$ cat src/rtl/game_table_lcd_reader_pkg.sv
// Shared constants and FSM encoding for the game table LCD reader.
// Holds the table geometry, the LCD geometry and the 2-bit state type.
package game_table_lcd_reader_pkg;

  localparam int GAME_COLS = 10;
  localparam int GAME_ROWS = 10;
  localparam int LCD_PAGES = 8;
  localparam int LCD_COLS  = 64;

  typedef enum logic [1:0] {
    S_IDLE = 2'd0,
    S_LOAD = 2'd1,
    S_SEND = 2'd2,
    S_DONE = 2'd3
  } state_t;

endpackage

$ cat src/rtl/game_table_lcd_reader_lcd_page_byte_gen.sv
// Builds one 8-pixel LCD byte for a single column of the game table.
// Ports: col_bits (cell bit of each table row at this cell column),
// row_start/row_off (cell row and sub-pixel offset at page top),
// col_lit (column lies inside the board), data (bit b = pixel row b).
module lcd_page_byte_gen
  import game_table_lcd_reader_pkg::*;
#(
  parameter int CELL_PX = 6
) (
  input  logic [9:0] col_bits,
  input  logic [4:0] row_start,
  input  logic [2:0] row_off,
  input  logic       col_lit,
  output logic [7:0] data
);

  logic [4:0] r;
  logic [2:0] o;

  // Walk down the 8 pixel rows with a running (row, offset) pair
  // so no division by CELL_PX is needed.
  always_comb begin
    data = '0;
    r    = row_start;
    o    = row_off;
    for (int b = 0; b < 8; b++) begin
      if (col_lit && r < 5'(GAME_ROWS))
        data[b] = col_bits[r[3:0]];
      if (o == 3'(CELL_PX - 1)) begin
        o = '0;
        if (r != 5'(GAME_ROWS))
          r = r + 5'd1;
      end else begin
        o = o + 3'd1;
      end
    end
  end

endmodule

$ cat src/rtl/game_table_lcd_reader.sv
// Renders the 10x10 game table into one 64-column half of the LCD.
// Ports: clk_40M, rst (async, high), game_table, frame_start in;
// lcd_valid/lcd_ready handshake with lcd_page/lcd_col/lcd_data,
// busy and frame_done status out.
// Optional: FRAME_SNAPSHOT_EN freezes the table at frame start.
module game_table_lcd_reader
  import game_table_lcd_reader_pkg::*;
#(
  parameter int CELL_PX = 6,
  parameter bit INVERT  = 1'b0
) (
  input  logic        clk_40M,
  input  logic        rst,
  input  logic [99:0] game_table,
  input  logic        frame_start,
  output logic        lcd_valid,
  input  logic        lcd_ready,
  output logic [2:0]  lcd_page,
  output logic [5:0]  lcd_col,
  output logic [7:0]  lcd_data,
  output logic        busy,
  output logic        frame_done
);

  // Cell rows crossed by one 8-pixel page step, split into
  // whole cells and leftover pixels (elaboration-time constants).
  localparam int PG_Q = 8 / CELL_PX;
  localparam int PG_R = 8 % CELL_PX;

  state_t      state, next;
  logic [2:0]  page;
  logic [5:0]  col;
  logic [3:0]  cell_col;
  logic [2:0]  col_off;
  logic [4:0]  page_row;
  logic [2:0]  page_off;
  logic [99:0] tbl;
  logic [9:0]  col_bits;
  logic [3:0]  cc;
  logic        col_lit;
  logic [7:0]  byte_val;
  logic        start;
  logic        accept;
  logic        last;
  logic [3:0]  off_sum;
  logic        off_wrap;
  logic [2:0]  next_off;
  logic [5:0]  row_sum;
  logic [4:0]  next_row;

  assign start  = (state == S_IDLE) && frame_start;
  assign accept = (state == S_SEND) && lcd_ready;
  assign last   = (page == 3'(LCD_PAGES - 1)) &&
                  (col == 6'(LCD_COLS - 1));

`ifdef FRAME_SNAPSHOT_EN
  logic [99:0] shadow;

  always_ff @(posedge clk_40M or posedge rst) begin
    if (rst)
      shadow <= '0;
    else if (start)
      shadow <= game_table;
  end

  assign tbl = shadow;
`else
  assign tbl = game_table;
`endif

  assign col_lit = cell_col < 4'(GAME_COLS);
  assign cc      = col_lit ? cell_col : 4'd0;

  always_comb begin
    col_bits = '0;
    for (int r = 0; r < GAME_ROWS; r++)
      col_bits[r] = tbl[7'(r * GAME_COLS) + 7'(cc)];
  end

  lcd_page_byte_gen #(
    .CELL_PX (CELL_PX)
  ) u_byte_gen (
    .col_bits  (col_bits),
    .row_start (page_row),
    .row_off   (page_off),
    .col_lit   (col_lit),
    .data      (byte_val)
  );

  // Cell row and offset at the top of the next page.
  always_comb begin
    off_sum  = {1'b0, page_off} + 4'(PG_R);
    off_wrap = off_sum >= 4'(CELL_PX);
    next_off = off_wrap ? 3'(off_sum - 4'(CELL_PX))
                        : off_sum[2:0];
    row_sum  = {1'b0, page_row} + 6'(PG_Q) +
               {5'b0, off_wrap};
    next_row = (row_sum > 6'(GAME_ROWS)) ? 5'(GAME_ROWS)
                                         : row_sum[4:0];
  end

  always_ff @(posedge clk_40M or posedge rst) begin
    if (rst)
      state <= S_IDLE;
    else
      state <= next;
  end

  always_comb begin
    next = state;
    unique case (state)
      S_IDLE: if (frame_start) next = S_LOAD;
      S_LOAD: next = S_SEND;
      S_SEND: if (lcd_ready) next = last ? S_DONE : S_LOAD;
      S_DONE: next = S_IDLE;
      default: next = S_IDLE;
    endcase
  end

  always_comb begin
    lcd_valid  = (state == S_SEND);
    busy       = (state == S_LOAD) || (state == S_SEND);
    frame_done = (state == S_DONE);
  end

  always_ff @(posedge clk_40M or posedge rst) begin
    if (rst) begin
      page     <= '0;
      col      <= '0;
      cell_col <= '0;
      col_off  <= '0;
      page_row <= '0;
      page_off <= '0;
      lcd_data <= '0;
    end else begin
      if (start) begin
        page     <= '0;
        col      <= '0;
        cell_col <= '0;
        col_off  <= '0;
        page_row <= '0;
        page_off <= '0;
      end
      if (state == S_LOAD)
        lcd_data <= INVERT ? ~byte_val : byte_val;
      if (accept && !last) begin
        if (col == 6'(LCD_COLS - 1)) begin
          col      <= '0;
          cell_col <= '0;
          col_off  <= '0;
          page     <= page + 3'd1;
          page_row <= next_row;
          page_off <= next_off;
        end else begin
          col <= col + 6'd1;
          if (col_off == 3'(CELL_PX - 1)) begin
            col_off <= '0;
            if (cell_col != 4'(GAME_COLS))
              cell_col <= cell_col + 4'd1;
          end else begin
            col_off <= col_off + 3'd1;
          end
        end
      end
    end
  end

  assign lcd_page = page;
  assign lcd_col  = col;

endmodule

$ cat config.mk
export PLATFORM = sky130hd
export DESIGN_NAME = game_table_lcd_reader
export DESIGN_NICKNAME = d
export VERILOG_FILES = /design/src/rtl/game_table_lcd_reader_pkg.sv /design/src/rtl/game_table_lcd_reader_lcd_page_byte_gen.sv /design/src/rtl/game_table_lcd_reader.sv
export SDC_FILE = /design/constraint.sdc
export NUM_CORES = 1
export LEC_CHECK = 0
export BUFFER_PORTS_ARGS = -buffer_cell sky130_fd_sc_hd__buf_2
export CAP_MARGIN = 40
export CORE_MARGIN = 2
export CORE_UTILIZATION = 52
export DETAILED_ROUTE_END_ITERATION = 7
export PLACE_DENSITY = 0.9
export SYNTH_ARGS = -nofsm -noshare
export SYNTH_HDL_FRONTEND = slang
export SYNTH_SLANG_ARGS = --single-unit
$ cat constraint.sdc
create_clock -name clk_40M -period 6.8 [get_ports clk_40M]
set_input_delay 1.36 -clock clk_40M [delete_from_list [all_inputs] [get_ports clk_40M]]
set_output_delay 1.36 -clock clk_40M [all_outputs]
set_load 0.02 [all_outputs]
==> results of run 1 <==
[worst max path at each step]
stage | endpoint | cells past startpoint
after floorplan | lcd_data[7] | 34
after global placement | lcd_data[7] | 35
after detailed placement | lcd_data[7] | 35
after CTS | lcd_data[7] | 31
after global routing | lcd_data[7] | 31
final | lcd_data[7] | 31
[through the flow]
stage | TNS [ps] | hold slack, ps
final | 0 | 493.0
after global routing | -69.27 | 532.1
after CTS | 0 | 504.9
after detailed placement | 0 | 481.8
after global placement | 0 | 487.0
after floorplan | 0 | 479.3
[synth_stat cells, types with 11 or more instances]
master                      n  area (um2)
sky130_fd_sc_hd__and2_1    12       75.07
sky130_fd_sc_hd__mux2i_1   31       310.3
sky130_fd_sc_hd__nand2_1   77       289.0
sky130_fd_sc_hd__o21ai_0   38       190.2
sky130_fd_sc_hd__dfrtp_1   34       850.8
sky130_fd_sc_hd__a211oi_1  11       82.58
sky130_fd_sc_hd__clkbuf_1  25       93.84
sky130_fd_sc_hd__a21oi_1   43       215.2
sky130_fd_sc_hd__nor3_1    21       105.1
sky130_fd_sc_hd__nand3_1   27       135.1
sky130_fd_sc_hd__mux4_2    60        1351
sky130_fd_sc_hd__ha_1      39       488.0
sky130_fd_sc_hd__nor2_1    50       187.7
sky130_fd_sc_hd__inv_1     38       142.6
[critical path: cells and delay by family, from the launching register on]
| family | cells | cell delay (ps) |
|---|---|---|
| buf+inv | 3 | 230 |
| compound gates | 10 | 2030 |
| fa+ha+maj | 5 | 1300 |
| flops | 1 | 380 |
| xor+xnor | 1 | 190 |
| simple gates | 12 | 2410 |
[where the power goes]
group | total, mW | internal (mW) | leakage, nW | switching, mW
registers | 0.281 | 0.245 | 0.452 | 0.0362
clock network | 0.314 | 0.211 | 0.0940 | 0.103
logic | 0.396 | 0.158 | 2.76 | 0.238
[what timing repair did]
action	CTS	global route
endpoints found under the setup margin	1	2
pin swaps	0	7
buffers inserted	0	6
resized for setup	2	24
[layout make-up]
class	count	area, um2	area share
multi-input cells	587	5126	0.6883
repair buffers	164	930.9	0.1250
flip-flops and latches	34	852.1	0.1144
well taps	143	178.9	0.02403
inverters	43	162.7	0.02184
clock buffers	5	125.1	0.01680
clock inverters	3	68.82	0.009241
diodes	1	2.502	0.0003360
[registers in the layout, indices dropped and copies added (netlist names)]
signal    flops
lcd_data      8
lcd_col       6
page_row      5
cell_col      4
col_off       3
lcd_page      3
page_off      3
state         2
[layer usage]
metal / vias up / GRT usage
met1: 3202 / 0.3761
met4: 0 / 0.1675
li1: 2984 / -
met5: - / 0
met3: 128 / 0.04428
met2: 517 / 0.4814
[cells by family after synthesis]
group | Yosys count | synth area share
AO/OA/AOI/OAI | 187 | 0.2180
multiplexers | 100 | 0.2882
AND/OR/NAND/NOR | 245 | 0.2017
XOR/XNOR | 16 | 0.02286
buffers and inverters | 77 | 0.05083
adder cells (fa/ha/maj) | 39 | 0.07961
flip-flops | 34 | 0.1388
==> summary by stage, run 1 <==
STA
In this run the tightest slew margin relative to its limit is 0.3251. Derived from the worst setup path, the maximum achievable clock frequency is 151.0 MHz. For the pin with the worst max-slew slack, the measured transition is 984.2 ps. The count of final max-slew check failures is 0.

The worst path meets setup with 177.4 ps of slack. Of the available clock period, the critical path in the final layout requires 0.9739. The hold violation total from the final report is 0. The count of final setup violators is 0. The setup skew after layout is 2.640 ps.

The smallest clock period supported by the final layout is computed as 6623 ps.

Layout
The post-layout instance area is 7447 um2. The area added between synthesis and finish is 21.49%. The most common cell after layout, fill and taps aside is sky130_fd_sc_hd__buf_2. Of the cells placed in the final design, the portion with a size suffix greater than 1 is 0.3529. The top cell types in the final layout, fill and taps aside, are sky130_fd_sc_hd__buf_2 (125), sky130_fd_sc_hd__nand2_1 (76), sky130_fd_sc_hd__mux4_2 (60). The number of nets in the final layout is 978. The total of fill cells in the finished design is 861. Once layout is complete, the cells apart from fillers number 980. Measured on the finished design, the core utilization comes to 0.6494.

Place
Once detailed placement completed, the half-perimeter wirelength came to 14370 um. The routability congestion estimate from global placement is 0.9993. The post-placement setup slack is 43.24 ps. The placed standard-cell area is 7104 um2. In this run, placement finished with an instance count of 964. The count of input and output buffers is 123.

Global routing
The total overflow left after global routing is 0. The initial antenna violation count came to 1. The via count of the first global-routing pass was 6546. Entering global routing, the biggest net connects 35 pins.

The first global-routing pass estimated 30990 um of wire. In the global route stage, overall resource usage came out at 0.2954.

Critical path
The worst setup path is captured at a flop. In this run the critical register-to-register path is launched from page_row[0]. The worst stage delay on the critical path is 440 ps. The worst setup path is launched from a flop. The path depth of the worst reg2reg path is 31. The data required time at the worst endpoint is 6990 ps. The most critical setup path has its startpoint at page_row[0]. The internal reg-to-reg setup slack is 180 ps.

The worst flop-to-flop path endpoint is lcd_data[7]. The standard cell with the maximum stage delay on the critical path is sky130_fd_sc_hd__or3b_4. At the worst endpoint, the arrival time is 6820 ps. The critical setup path kind is flop to flop. Of all nets on the critical path, the largest fanout is 6. In this design, the critical path's most frequently occurring cell is sky130_fd_sc_hd__ha_2.

Worst hold path
Counting instances, the worst hold path has a depth of 2. For hold timing, the worst endpoint is lcd_data[7]. The critical hold path startpoint is lcd_data[7]. The tightest min-delay check is of the flop to flop type.

Synthesis
The number of different library cells used by synthesis comes to 91. In the synthesized netlist the async set-or-reset flop fraction comes to 1.000. The post-synthesis cell area is 6130 um2. The post-synthesis sequential element count is 34.

Averaged over all synthesized cells, the footprint is 8.782 um2. The share of the Yosys chip area taken by registers is 0.1388. The net count of the mapped netlist is 841.

Among all flip-flop cells after synthesis, the most frequent one is sky130_fd_sc_hd__dfrtp_1. Synthesis handed over a netlist of 698 instances. Counting flops with a built-in enable in the synthesized netlist gives 0.

During synthesis, Yosys emitted a total of 0 warnings.

Job
Max-cap violations in this run came to 0.

Route
Detailed routing placed a total of 1896 um of wire on met3. Dividing the detail-routed via count by the number of cells gives 6.970. The total via count after detailed routing is 6831.

The remaining antenna violation count is 0. The starting DRC count in detailed routing is 655. The met1 wire length is 7311 um. The highest signal layer in the routed design is met4. The final layout contains routed wiring with a total length of 19980 um. After detailed routing, the met2 layer carries 9504 um of wire. After detailed routing, the average wire length per cell comes to 20.39 um. The number of optimization iterations in the first detailed-route pass is 6. For this run, design rule violations remaining after detail routing come to 0.

Floorplanning
The initial utilization of the core area, before any placement, comes to 0.5345. The core outline area is 11470 um2. Row generation in the floorplan step produced 39 rows. From bottom edge to top edge, the die measures 112.6 um. The overall die width is 112.6 um.

124 I/O pins were placed. The overall die area is 12670 um2.

Pwr
Summing internal, switching and leakage power gives 0.9911 mW. The analysis attributes to cell leakage a power of 3.302 nW. The worst-case IR drop observed on VDD is 249.2 uV. The power density over cell area is 133.1 nW/um2.

Clocking
The clock root buffer master is sky130_fd_sc_hd__clkbuf_16. The insertion delay of the later-clocked pin in the worst-skew pair is 290 ps. No sink is reached through more buffers than the 2 on the longest clock path.

The H-tree was split into 2 levels. The total of hold buffers inserted after clock tree synthesis is 0. The CTS clock-pin slew for the worst setup and hold paths is 60 ps. The CTS sink count is 34.

The CTS tree is built. In this run, CTS created clock tree buffers numbering 5.

Outcome
The run finished with clean final reports.
Note: power is estimated with default switching activity, not from simulation.
==> inputs of run 2 (changes only) <==
--- a/config.mk
+++ b/config.mk
@@ -8,9 +8,10 @@
 export BUFFER_PORTS_ARGS = -buffer_cell sky130_fd_sc_hd__buf_2
-export CAP_MARGIN = 40
+export CAP_MARGIN = 20
 export CORE_MARGIN = 2
-export CORE_UTILIZATION = 52
+export CORE_UTILIZATION = 53
 export DETAILED_ROUTE_END_ITERATION = 7
-export PLACE_DENSITY = 0.9
+export PLACE_DENSITY = 0.91
 export SYNTH_ARGS = -nofsm -noshare
 export SYNTH_HDL_FRONTEND = slang
+export SYNTH_HIERARCHICAL = 1
 export SYNTH_SLANG_ARGS = --single-unit
--- a/constraint.sdc
+++ b/constraint.sdc
@@ -3,2 +3,2 @@
 set_output_delay 1.36 -clock clk_40M [all_outputs]
-set_load 0.02 [all_outputs]
+set_load 0.1 [all_outputs]
==> run 2 against run 1 <==
  * The run now ends with setup timing left
  * Flip-flop and latch count stayed put
  * Count of clock-buffer cells in the layout up 1
  * Wire length grew 13%
  * Clock skew up 4.4 ps
  * Core utilization up 3.7 points
  * Design area increased by 12%
  * Via count increased by 12%
  * Register-to-register slack got worse by 620 ps
==> summary by stage, run 2 <==
Synthesis
The part of the Yosys area used for sequential elements is 0.1287 (-0.01006). The post-synthesis cell area is 6609 um2 (+7.8%). The number of cells produced by synthesis is 819 (+17%).

The number of enable-type register cells in the synthesized netlist is 0 (unchanged). The yosys synthesis warning count is 6 (+6). The most instantiated flip-flop cell in the synthesis netlist is sky130_fd_sc_hd__dfrtp_1.

By area the synthesized netlist is led by sky130_fd_sc_hd__dfrtp_1 (13%), sky130_fd_sc_hd__ha_1 (7.4%), sky130_fd_sc_hd__mux2i_1 (6.8%), sky130_fd_sc_hd__mux4_2 (5.1%), sky130_fd_sc_hd__a21oi_1 (5.0%). In the synthesized netlist, the cells that appear most often are sky130_fd_sc_hd__nand2_1 (82), sky130_fd_sc_hd__a21oi_1 (66), sky130_fd_sc_hd__nor2_1 (51). The library cell with the highest instance count after synthesis is sky130_fd_sc_hd__nand2_1. The share of the synthesized area in the top cell type was 0.1287 (-0.09171). The net count of the mapped netlist is 962 (+14%). The proportion of synthesized flip-flops having asynchronous set or reset is 1.000 (unchanged). The average cell area after synthesis came to 8.069 um2 (-8.1%). The library cell with the largest summed area after synthesis is sky130_fd_sc_hd__dfrtp_1. The post-synthesis sequential element count is 34 (unchanged). The number of distinct library cell variants in the gate-level netlist after synthesis is 108 (+19%).

Place
The routability congestion estimate from global placement is 1.028 (+2.8%). The placed standard-cell area is 7871 um2 (+11%). The number of cells in the design after placement came to 1137 (+18%). The count of input and output buffers is 123 (unchanged). The half-perimeter wire length after detailed placement is 16470 um (+15%).

Global routing
The maximum number of pins on one net before global-route repair is 62 (+77%). The global-route wire length before repair is 35580 um (+15%). In this run the most used layer during global routing was met2. The global routing usage on met3 is 0.06119 (+0.01692). The total congestion overflow after global routing is 0 (unchanged). The initial antenna violation count came to 2 (+1). The global routing usage on met1 is 0.4103 (+0.03419).

The via count of the first global-routing pass was 7528 (+15%). The met2 demand-to-capacity share in global routing came to 0.5528 (+0.07139). The total routing usage reported by global routing is 0.3283 (+0.03286).

Layout
The number of antenna diodes is 0 (-1). Leaving out fill and tap cells, the most frequent cell in the layout is sky130_fd_sc_hd__buf_2. The number of nets in the final layout is 1130 (+16%). In the layout the commonest cells are sky130_fd_sc_hd__buf_2 (123), sky130_fd_sc_hd__buf_4 (81), sky130_fd_sc_hd__nand2_1 (79). The area added between synthesis and finish is 25.73%. The total of fill cells in the finished design is 948 (+10%).

The register with the most flip-flops in the final layout is lcd_data. The flip-flop count of the largest register after layout is 8 (unchanged). The post-layout instance area is 8309 um2 (+12%).

The proportion of layout cells with a drive suffix above 1 is 0.3583 (+0.005429). The final standard cell count with taps included and fillers excluded was 1156 (+18%). The area used by multi-input combinational logic was 5684 um2 (+11%). The sequential cell area was 854.6 um2 (+0.29%).

Route
The remaining design rule violation count came to 0 (unchanged). The number of optimization iterations in the first detailed-route pass is 7 (+1). The number of vias per cell is 6.644 (-4.7%). The total via count after detailed routing was 7680 (+12%). The routed length per instance was 19.54 um (-4.2%). The starting DRC count in detailed routing is 1122 (+71%). The total length of routed wires is 22590 um (+13%). The remaining antenna violation count is 0 (unchanged).

STA
The maximum clock frequency is 138.1 MHz (-8.5%). The tightest slew margin relative to the limit is 0.3061 (-0.01901). The hold violation total from the final report is 0 (unchanged). Setup repair after global routing could not meet its margin everywhere. The count of final setup violators is 1 (+1). The count of final max-slew check failures is 0 (unchanged). The final critical path time including I/O delays and setup was 7239 ps (+616.6 ps). The total negative slack is -439.2 ps (-439.2 ps). The actual transition at the worst max-transition pin is 1030 ps (+45.79 ps).

The minimum setup slack in the final design is -439.2 ps (-616.6 ps). The setup skew after layout is 7.013 ps (+4.373 ps). The final cycle utilization of the critical path is 1.065 (+0.09068).

Clocking
The clock buffer count from CTS is 5 (unchanged). TritonCTS built the clock tree. The total of hold buffers inserted after clock tree synthesis is 0 (unchanged). The insertion delay of the later-clocked pin in the worst-skew pair was 290 ps (about the same). The maximum clock path buffer count is 2 (unchanged). Clock tree synthesis selected as its root buffer the cell sky130_fd_sc_hd__clkbuf_16.

The H-tree depth is 2 (unchanged). The CTS sink count is 34 (unchanged). The CTS clock-pin slew for the worst setup and hold paths is 70 ps (about the same).

Critical path
By startpoint and endpoint, the worst setup path is classified as flop to flop. The endpoint kind of the worst setup timing path is a flop. The data required time at the worst endpoint is 7030 ps (+40 ps).

The worst stage delay on the critical path is 540 ps (+100 ps). The largest driver fanout on the critical path is 4 (-2). The worst setup path is launched from a flop. The data arrival time of the critical path was 7470 ps (+650 ps).

The cell family with the largest share of critical-path delay is compound AO/OA/AOI/OAI gates. The number of buffers and inverters on the critical path came to 5 (+2). The slowest stage of the critical path is the sky130_fd_sc_hd__or4_1 cell.

Floorplanning
The number of placement rows is 40 (+2.6%). The overall die area came to 13380 um2 (+5.6%). The overall die height is 115.7 um (+2.7%). The starting density of the core is 0.5457 (+0.01113). The overall die width came to 115.7 um (+2.7%). The count of boundary I/O pins is 124 (unchanged). The core outline area was 12110 um2 (+5.6%).

Pwr
The total power after layout is 1.206 mW (+22%). The peak supply drop came to 411.2 uV (+65%). The power density over cell area is 145.1 nW/um2 (+9.0%).

The leakage power is 3.558 nW (+7.8%).

Job
The count of maximum capacitance violations came to 0 (unchanged).

Outcome
The checks that failed: setup timing. The flow ran to the end, but the final reports show violations.

Worst hold path
In this run the worst hold path is classified as flop to flop.
## run 2: cell types whose count changed after synthesis, sizes merged, moves of 11 or more
cell / change
a21oi: +25
buf: +30
clkbuf: -18
mux2: +23
mux2i: +14
mux4: -44
nand2b: +11
o22ai: +23
## run 2: cell type report
type                            instances  area share
Sequential cell                        34      0.1028
Inverter                               38     0.01717
Multi-Input combinational cell        701      0.6841
Clock inverter                          2    0.001506
Timing Repair Buffer                  207      0.1524
Clock buffer                            6     0.01671
Tap cell                              168     0.02530
## run 2: path summary, 6_finish.rpt
path / start / end / slack [ps] / depth (start not counted)
max: page_row[0] / lcd_data[7] / -440 / 37
min: lcd_data[4] / lcd_data[4] / 510 / 1
max reg2reg: page_row[0] / lcd_data[7] / -440 / 37
min reg2reg: lcd_data[4] / lcd_data[4] / 510 / 1
max in group asynchronous: rst / page_row[1] / 5240 / 3
min in group asynchronous: rst / lcd_col[5] / 1180 / 3
## run 2: through the flow
stage | setup slack (ps) | hold slack [ps] | utilization
2_1_floorplan | -1028 | 488.7 | -
3_3_place_gp | -345.4 | 485.1 | 0.6499
3_5_place_dp | -624.4 | 490.5 | 0.6499
4_1_cts | -306.7 | 504.3 | 0.6688
5_1_grt | -767.9 | 526.9 | 0.6861
6_report | -439.2 | 505.3 | 0.6861
## run 2: power breakdown
| group | internal, mW | switching, mW |
|---|---|---|
| combinational | 0.175 | 0.497 |
| clock | 0.146 | 0.105 |
| sequential | 0.246 | 0.0375 |
| total | 0.566 | 0.640 |
## run 2: logic make-up (layout without fill, tap and decap cells)
group           count (synthesis)  count (layout)  synth area share
compound gates                274             274            0.2938
xor+xnor                       22              22           0.04052
fa+ha+maj                      39              39           0.07384
buf+inv                        84             253           0.06513
flops                          34              34            0.1287
mux                            93              93            0.1789
simple gates                  273             273            0.2191
## run 2: layer usage
layer,share of wire,vias to the layer above
met5,0.0012,-
li1,-,3464
met1,0.38,3556
met3,0.10,114
met4,0.042,4
met2,0.47,542
## run 2: what timing repair did
action	4_1_cts	5_1_grt
resized for setup	6	25
pin swaps	11	17
setup endpoints to repair	1	2
setup buffers	4	7
endpoints found under the hold margin	0	0
